--- src/rtl/uart_tx_arbiter_if.sv ---
// Requester-side and transmitter-side handshake bundle for uart_tx_arbiter.
// The master modport is the arbiter; the slave modport is the surrounding logic.
interface uart_tx_arbiter_if #(
  parameter int unsigned NUM_REQ = 4
);
  logic [NUM_REQ-1:0]   i_req;
  logic [8*NUM_REQ-1:0] i_data;
  logic [NUM_REQ-1:0]   o_ack;
  logic [NUM_REQ-1:0]   o_grant;
  logic                 o_tx_start;
  logic [7:0]           o_tx_data;
  logic                 i_tx_busy;

  modport master (
    input  i_req, i_data, i_tx_busy,
    output o_ack, o_grant, o_tx_start, o_tx_data
  );

  modport slave (
    output i_req, i_data, i_tx_busy,
    input  o_ack, o_grant, o_tx_start, o_tx_data
  );
endinterface

--- src/rtl/uart_tx_arbiter.sv ---
// Round-robin arbiter sharing one byte transmitter among NUM_REQ requesters,
// with a bounded wait for the transmitter to acknowledge each start.
module uart_tx_arbiter #(
  parameter int unsigned NUM_REQ      = 4,
  parameter int unsigned BUSY_TIMEOUT = 8
) (
  input  logic              i_Clk,
  input  logic              i_Rst,
  uart_tx_arbiter_if.master bus,
  output logic              o_active,
  output logic              o_err,
  output logic [7:0]        o_tx_count
);
  localparam int unsigned IDX_W = (NUM_REQ > 1) ? $clog2(NUM_REQ) : 1;
  localparam int unsigned TO_W  = (BUSY_TIMEOUT > 1) ? $clog2(BUSY_TIMEOUT) : 1;
  localparam logic [IDX_W-1:0] LAST_RST = IDX_W'(NUM_REQ - 1);
  localparam logic [TO_W-1:0]  TO_LAST  = TO_W'(BUSY_TIMEOUT - 1);

  typedef enum logic [1:0] {
    IDLE,
    START,
    WAIT_BUSY,
    WAIT_DONE
  } state_t;

  state_t             state;
  logic [IDX_W-1:0]   last_granted;
  logic [TO_W-1:0]    to_cnt;

  int unsigned        cand;
  logic               found;
  logic [IDX_W-1:0]   winner;
  logic [NUM_REQ-1:0] win_onehot;
  logic [7:0]         win_data;

  // Candidate index wraps with one subtraction: last_granted+1+i never reaches 2*NUM_REQ.
  always_comb begin
    cand   = 0;
    found  = 1'b0;
    winner = '0;
    for (int unsigned i = 0; i < NUM_REQ; i++) begin
      cand = 32'(last_granted) + 32'd1 + i;
      if (cand >= NUM_REQ) cand = cand - NUM_REQ;
      if (!found && bus.i_req[IDX_W'(cand)]) begin
        found  = 1'b1;
        winner = IDX_W'(cand);
      end
    end
    win_onehot         = '0;
    win_onehot[winner] = 1'b1;
    win_data           = '0;
    for (int unsigned k = 0; k < NUM_REQ; k++) begin
      if (winner == IDX_W'(k)) win_data = bus.i_data[8*k +: 8];
    end
  end

  assign o_active = (state != IDLE);

  always_ff @(posedge i_Clk) begin
    if (i_Rst) begin
      state          <= IDLE;
      last_granted   <= LAST_RST;
      to_cnt         <= '0;
      bus.o_ack      <= '0;
      bus.o_grant    <= '0;
      bus.o_tx_start <= 1'b0;
      bus.o_tx_data  <= '0;
      o_err          <= 1'b0;
      o_tx_count     <= '0;
    end else begin
      bus.o_ack      <= '0;
      bus.o_tx_start <= 1'b0;
      o_err          <= 1'b0;
      case (state)
        IDLE: begin
          if (found && !bus.i_tx_busy) begin
            state          <= START;
            last_granted   <= winner;
            bus.o_grant    <= win_onehot;
            bus.o_tx_data  <= win_data;
            // Pulses are launched here so they are high exactly while in START.
            bus.o_tx_start <= 1'b1;
            bus.o_ack      <= win_onehot;
          end
        end
        START: begin
          state  <= WAIT_BUSY;
          to_cnt <= '0;
        end
        WAIT_BUSY: begin
          to_cnt <= to_cnt + 1'b1;
          if (bus.i_tx_busy) begin
            state <= WAIT_DONE;
          end else if (to_cnt == TO_LAST) begin
            state       <= IDLE;
            o_err       <= 1'b1;
            bus.o_grant <= '0;
            to_cnt      <= '0;
          end
        end
        WAIT_DONE: begin
          if (!bus.i_tx_busy) begin
            state       <= IDLE;
            o_tx_count  <= o_tx_count + 1'b1;
            bus.o_grant <= '0;
          end
        end
        default: state <= IDLE;
      endcase
    end
  end
endmodule

--- src/flat_wrapper.sv ---
// flat-port wrapper written by rule: the top's interface ports become plain ports
module uart_tx_arbiter_flat 
#(
  parameter int unsigned NUM_REQ      = 4,
  parameter int unsigned BUSY_TIMEOUT = 8
)
  (i_Clk, i_Rst, o_active, o_err, o_tx_count, bus_i_req, bus_i_data, bus_i_tx_busy, bus_o_ack, bus_o_grant, bus_o_tx_start, bus_o_tx_data);
  uart_tx_arbiter_if #(.NUM_REQ(NUM_REQ)) bus_i ();
  input  logic i_Clk;
  input  logic i_Rst;
  output logic o_active;
  output logic o_err;
  output logic [7:0] o_tx_count;
  input wire logic [$bits(bus_i.i_req)-1:0] bus_i_req;
  input wire logic [$bits(bus_i.i_data)-1:0] bus_i_data;
  input wire logic [$bits(bus_i.i_tx_busy)-1:0] bus_i_tx_busy;
  output wire logic [$bits(bus_i.o_ack)-1:0] bus_o_ack;
  output wire logic [$bits(bus_i.o_grant)-1:0] bus_o_grant;
  output wire logic [$bits(bus_i.o_tx_start)-1:0] bus_o_tx_start;
  output wire logic [$bits(bus_i.o_tx_data)-1:0] bus_o_tx_data;
  assign bus_i.i_req = bus_i_req;
  assign bus_i.i_data = bus_i_data;
  assign bus_i.i_tx_busy = bus_i_tx_busy;
  assign bus_o_ack = bus_i.o_ack;
  assign bus_o_grant = bus_i.o_grant;
  assign bus_o_tx_start = bus_i.o_tx_start;
  assign bus_o_tx_data = bus_i.o_tx_data;
  uart_tx_arbiter #(.NUM_REQ(NUM_REQ), .BUSY_TIMEOUT(BUSY_TIMEOUT)) u_core (.i_Clk(i_Clk), .i_Rst(i_Rst), .bus(bus_i), .o_active(o_active), .o_err(o_err), .o_tx_count(o_tx_count));
endmodule
--- config.mk ---
export PLATFORM = sky130hd
export DESIGN_NAME = uart_tx_arbiter_flat
export DESIGN_NICKNAME = d
export VERILOG_FILES = /design/src/rtl/uart_tx_arbiter_if.sv /design/src/rtl/uart_tx_arbiter.sv /design/src/flat_wrapper.sv
export SDC_FILE = /design/constraint.sdc
export NUM_CORES = 1
export LEC_CHECK = 0
export CAP_MARGIN = 15
export CORE_AREA = 2 2 51 100
export DETAILED_ROUTE_END_ITERATION = 8
export DIE_AREA = 0 0 53 102
export GPL_ROUTABILITY_DRIVEN = 0
export GPL_TIMING_DRIVEN = 0
export PLACE_DENSITY = 0.69
export RECOVER_POWER = 25
export REMOVE_ABC_BUFFERS = 1
export SLEW_MARGIN = 25
export SYNTH_ARGS = -nofsm -noshare
export SYNTH_HDL_FRONTEND = slang
export SYNTH_SLANG_ARGS = --single-unit
export TNS_END_PERCENT = 100
--- constraint.sdc ---
create_clock -name i_Clk -period 5.29 [get_ports i_Clk]
set_input_delay 1.3225 -clock i_Clk [delete_from_list [all_inputs] [get_ports i_Clk]]
set_output_delay 1.3225 -clock i_Clk [all_outputs]
set_load 0.01 [all_outputs]
==> results of run 1 <==
-- layout make-up --
class | count | area, µm²
Inverter | 8 | 30.03
Tap cell | 55 | 68.82
Clock inverter | 2 | 37.54
Timing Repair Buffer | 65 | 650.6
Clock buffer | 6 | 82.58
Fill cell | 449 | 2054
Multi-Input combinational cell | 146 | 1013
Sequential cell | 33 | 660.6
-- state kept, by name, indices dropped and copies added (netlist names) --
name	count
u_core.last_granted	2
u_core.bus.o_grant	4
u_core.o_err	1
u_core.bus.o_tx_start	1
u_core.bus.o_tx_data	8
u_core.o_tx_count	8
u_core.bus.o_ack	4
u_core.to_cnt	3
u_core.state	2
-- per-stage QoR --
| step | hold slack, ns | cell area [µm²] | cells | power (W) |
|---|---|---|---|---|
| 2_1_floorplan | 0.4368 | 1704 | 187 | 0.0004347 |
| 5_1_grt | 0.4938 | 2544 | 315 | 0.0008312 |
| 3_5_place_dp | 0.4458 | 2424 | 307 | 0.0005444 |
| 6_report | 0.4598 | 2544 | 315 | 0.0007908 |
| 3_3_place_gp | 0.4387 | 2424 | 307 | 0.0005419 |
| 4_1_cts | 0.4627 | 2544 | 315 | 0.0008023 |
-- final timing paths --
path	end	from	cells after the start	slack (ns)
hold / removal	u_core.bus.o_grant[1]	u_core.bus.o_grant[1]	2	0.46
setup reg to reg	u_core.bus.o_grant[2]	u_core.last_granted[0]	5	3.12
hold reg to reg	u_core.bus.o_grant[1]	u_core.bus.o_grant[1]	2	0.46
setup / recovery	u_core.bus.o_grant[2]	bus_i_req[3]	5	1.77
-- routing by layer --
layer	routed length, µm	global-route usage [%]	up-vias
li1	-	-	843
met1	1763	19.27	756
met2	2511	33.37	69
met3	315	4.532	10
met4	127	9.467	0
met5	0	0	-
-- power groups by stage --
stage	clock network (W)	logic, W	registers, W
floorplan	0	0.000130	0.000304
global placement	0	0.000244	0.000298
detailed placement	0	0.000246	0.000298
CTS	0.000260	0.000249	0.000293
global route	0.000266	0.000269	0.000296
finish	0.000253	0.000245	0.000292
-- cells by family (layout without fill, tap and decap cells) --
| kind of cell | count (synthesis) | in the layout |
|---|---|---|
| and+or+nand+nor | 74 | 74 |
| AOI/OAI and AO/OA | 48 | 48 |
| DFF | 33 | 33 |
| buffers and inverters | 17 | 81 |
| muxes | 9 | 9 |
| adders and majority gates | 8 | 8 |
| xor gates and xnor gates | 7 | 7 |
-- worst max-delay path, stage by stage --
cell and delay, ns:
clkdlybuf4s50_1 0.54, o21ai_1 0.58, nand3_2 0.52, or4b_1 0.62
a21oi_1 0.15
-- cells in the final DEF, fill, tap and decap left out, types with 7 or more instances in the layout --
cell type        netlist  final
dfxtp_1               33     33
o211ai_1               8      8
a211o_1               10     10
nor2_1                19     19
inv_1                  7      7
ha_1                   8      8
dlygate4sd3_1          0     10
clkdlybuf4s50_1        0     55
nand4_1                8      8
o31ai_1                8      8
nand2_1               20     20
mux2i_1                9      9
a21oi_1                9      9
==> flow_summary.json, run 1 <==
{
  "num_vias": 1678,
  "cts_resized": 0,
  "synth_top_family_by_area": "simple AND/OR/NAND/NOR gates",
  "synthesis.area_um2": 1753,
  "fp.dieH_um": 102,
  "maxSlewViolCount": 0,
  "yosys_warnings": 0,
  "p_sw_w": 0.0002440,
  "crit_path_end_kind": "register",
  "synthDistinctLibCells": 46,
  "die_width_um": 53,
  "rsz0062_at_grt": "no",
  "initial_core_util_pct": 38.12,
  "critPathArrivalTime_ns": 3.74,
  "wl_per_cell_um": 14.98,
  "globalRouteTotalUtil_pct": 18.61,
  "synth_common_cells": "dfxtp_1, nand2_1, nor2_1",
  "root_buffer": "clkbuf_8",
  "syn_avg_cell_area_um2": 8.944,
  "pwr-share-seq_pct": 37.0,
  "power.leakage_nw": 0.9896,
  "dr.pass1.iters": 4,
  "synth.most_common_cell": "dfxtp_1",
  "combPwrFrac_pct": 31.0,
  "finalSetupTns_ns": 0,
  "status": "complete, no violations",
  "cts_made_buffers": 5,
  "yosys.area_share.adder_pct": 5.710,
  "cap_violations": 0,
  "die-area_um2": 5406,
  "wl_um": 4718,
  "grt_pass1_wl_um": 7486,
  "ctsHoldBuffers": 0,
  "min-delay-path-class": "register to register",
  "period_share_pct": 66.53,
  "io_buffer_count": 65,
  "num_rows": 35,
  "cts.clk_slew.worst_paths_ns": 0.08,
  "clock_latency_ns": 0.29,
  "syn_to_final_growth_pct": 45.11,
  "cts_max_level": 2,
  "ant_nets": 0,
  "synthSimpleGateAreaFrac_pct": 22.20,
  "synth-xor-area-share_pct": 3.498,
  "post_cts_buffers": 0,
  "ys_seq_elements": 33,
  "grt_pass1_vias": 1631,
  "vias_per_cell": 5.327,
  "powerDensity_nw_per_um2": 310.9,
  "cts_tree": "done",
  "syn_inst": 196,
  "layout.nets": 306,
  "place_ws_ns": 1.462,
  "cp-start-kind": "input pin",
  "slew_headroom_pct": 39.43,
  "core_region_area_um2": 4598,
  "grt-ovfl-total": 0,
  "synth-edff-count": 0,
  "intPower_w": 0.0005467,
  "place.detailed.hpwl_um": 3478,
  "final_core_util_pct": 55.32,
  "drcViolationCount": 0,
  "async_flop_share_pct": 0,
  "layout-drive-gt1-share_pct": 6.923,
  "worst_slack_ns": 1.771,
  "clockBufferDepth": 2,
  "worstMarginPinSlew_ns": 0.9044,
  "antenna_found_initial": 0,
  "max_freq_mhz": 284.1,
  "fin_worst_skew_ns": 0.004516,
  "synth_compound_area_share_pct": 21.27,
  "grt_max_degree": 23,
  "swShare_pct": 30.86,
  "p_clk_share_pct": 32.0,
  "synth_flop_cell": "dfxtp_1",
  "yosys.area.top_type": "dfxtp_1",
  "antenna_cells_inserted": 0,
  "setup_viol": 0,
  "first_iter_violations": 29,
  "cp_max_fo": 12,
  "yosys-top-cells-area": "dfxtp_1, ha_1, mux2i_1",
  "fin_crit_ns": 3.519,
  "clock-sinks": 33,
  "critPathRequiredTime_ns": 5.51,
  "synth.area.mux_share_pct": 5.139,
  "hold_viol": 0,
  "synth_top_area_share_pct": 37.69,
  "critPathKind": "input pin to register",
  "pin_count": 66,
  "ys_seq_area_share_pct": 37.69,
  "ir_worst_vdd_uv": 238.5
}
No activity file was read; power rests on OpenSTA's default activity.
==> run 2, diff against run 1 <==
PLACE_DENSITY = 0.72   (was 0.69)
clock period = 3.1 ns   (was 5.29 ns; I/O delays follow)
==> run 2 against run 1 <==
Hold slack worse by 0.0085 ns. Final cell count stayed put. Highest routed layer unchanged. Total power is 69% higher. Sequential share of layout area hardly changed. First-iteration DRC count is 31% lower. Flip-flop and latch count stayed put.
==> flow_summary.json, run 2 (synthesis results as in run 1) <==
{
  "rsz0062_at_grt": "no",
  "place_ws_ns": -0.1474,
  "reg_top3": "u_core.bus.o_tx_data (8), u_core.o_tx_count (8)",
  "final_area_um2": 2547,
  "fp.dieH_um": 102,
  "powerDensity_nw_per_um2": 524.6,
  "cap_violations": 0,
  "ir_worst_vdd_uv": 416.3,
  "syn_to_final_growth_pct": 45.32,
  "cts.clk_slew.worst_paths_ns": 0.07,
  "grt_busiest_layer": "met2",
  "root_buffer": "clkbuf_8",
  "power.total_w": 0.001336,
  "clock_latency_ns": 0.28,
  "cp_max_fo": 12,
  "worst_slack_ns": 0.2591,
  "critPathKind": "input pin to register",
  "antenna_cells_inserted": 0,
  "wl_um": 4709,
  "hold_path_depth": 2,
  "wl_per_cell_um": 14.95,
  "core_region_area_um2": 4598,
  "clock-sinks": 33,
  "critPathArrivalTime_ns": 3.05,
  "initial_core_util_pct": 38.12,
  "place.detailed.hpwl_um": 3619,
  "grt_use_met3_pct": 3.363,
  "pin_count": 66,
  "num_rows": 35,
  "setup_viol": 0,
  "use_met1_pct": 16.56,
  "critPathRequiredTime_ns": 3.31,
  "num_vias": 1625,
  "grt_max_degree": 23,
  "io_buffer_count": 65,
  "slew_headroom_pct": 41.06,
  "max_freq_mhz": 352.0,
  "cp-start-kind": "input pin",
  "final_core_util_pct": 55.40,
  "worstMarginPinSlew_ns": 0.8800,
  "met2_usage_pct": 34.23,
  "vias_per_cell": 5.159,
  "min-delay-path-class": "register to register",
  "cts_max_level": 2,
  "layout_common_cells": "clkdlybuf4s50_1, dfxtp_1, nand2_1",
  "fin_worst_skew_ns": 0.001478,
  "antenna_found_initial": 0,
  "cts_made_buffers": 5,
  "finalSetupTns_ns": 0,
  "rr_worst_depth": 5,
  "hold_viol": 0,
  "ant_nets": 0,
  "power.leakage_nw": 0.9902,
  "drcViolationCount": 0,
  "dr.pass1.iters": 4,
  "grt-ovfl-total": 0,
  "layout.nets": 306,
  "first_iter_violations": 20,
  "layout-drive-gt1-share_pct": 7.308,
  "crit_path_end_kind": "register",
  "clockBufferDepth": 2,
  "globalRouteTotalUtil_pct": 17.46,
  "ctsHoldBuffers": 0,
  "grt_pass1_wl_um": 6948,
  "fin_crit_ns": 2.841,
  "layout_commonest_cell": "clkdlybuf4s50_1",
  "status": "complete, no violations",
  "cts_tree": "done",
  "grt_pass1_vias": 1539,
  "die_width_um": 53,
  "die-area_um2": 5406,
  "maxSlewViolCount": 0,
  "period_share_pct": 91.64,
  "placed_area_um2": 2424
}
run 2: cell counts in the layout (fill, tap and decap cells not counted):
No cell type changed its count.
run 2: final timing paths:
check / start / endpoint / slack, ns
worst max-delay path: bus_i_req[1] / u_core.bus.o_grant[2] / 0.26
worst min-delay path: u_core.bus.o_grant[3] / u_core.bus.o_grant[3] / 0.45
worst max register to register: u_core.last_granted[0] / u_core.bus.o_grant[2] / 0.94
worst min register to register: u_core.bus.o_grant[3] / u_core.bus.o_grant[3] / 0.45
run 2: timing repair:
item / 4_1_cts / 5_1_grt
setup buffers: 0 / 0
setup endpoints to repair: 0 / 1
resized for setup: 0 / 1
endpoints found under the hold margin: 0 / 0
run 2: report_power, final:
part	total (W)	switching [W]	internal, W
Combinational	0.000416	0.000212	0.000204
Sequential	0.000498	0.0000311	0.000467
Clock	0.000422	0.000161	0.000261
Total	0.00134	0.000404	0.000932
run 2: final cells by class:
cell class              instances  area [µm²]
clock buffers                   6       82.58
clock inverters                 2       37.54
fillers                       425        2051
inverters                       8       30.03
multi-input cells             146        1017
flip-flops and latches         33       660.6
well taps                      55       68.82
repair buffers                 65       650.6
run 2: per-layer routing:
layer  vias up  share of wire (%)
li1        840                  -
met1       732                 38
met2        47                 56
met3         6                4.3
met4         0                1.6
met5         -                  0
run 2: critical path, cell delays in order:
cell             delay (ns)
clkdlybuf4s50_1        0.51
nand2b_1               0.25
a21o_1                 0.35
nand3_2                0.38
or4b_1                 0.62
a21oi_1                0.15
run 2: stage by stage:
step                      instances  hold WS, ns
final                           315       0.4513
after global placement          307       0.4375
after floorplan                 187       0.4368
after CTS                       315       0.4596
after detailed placement        307       0.4500
after global routing            315       0.4834
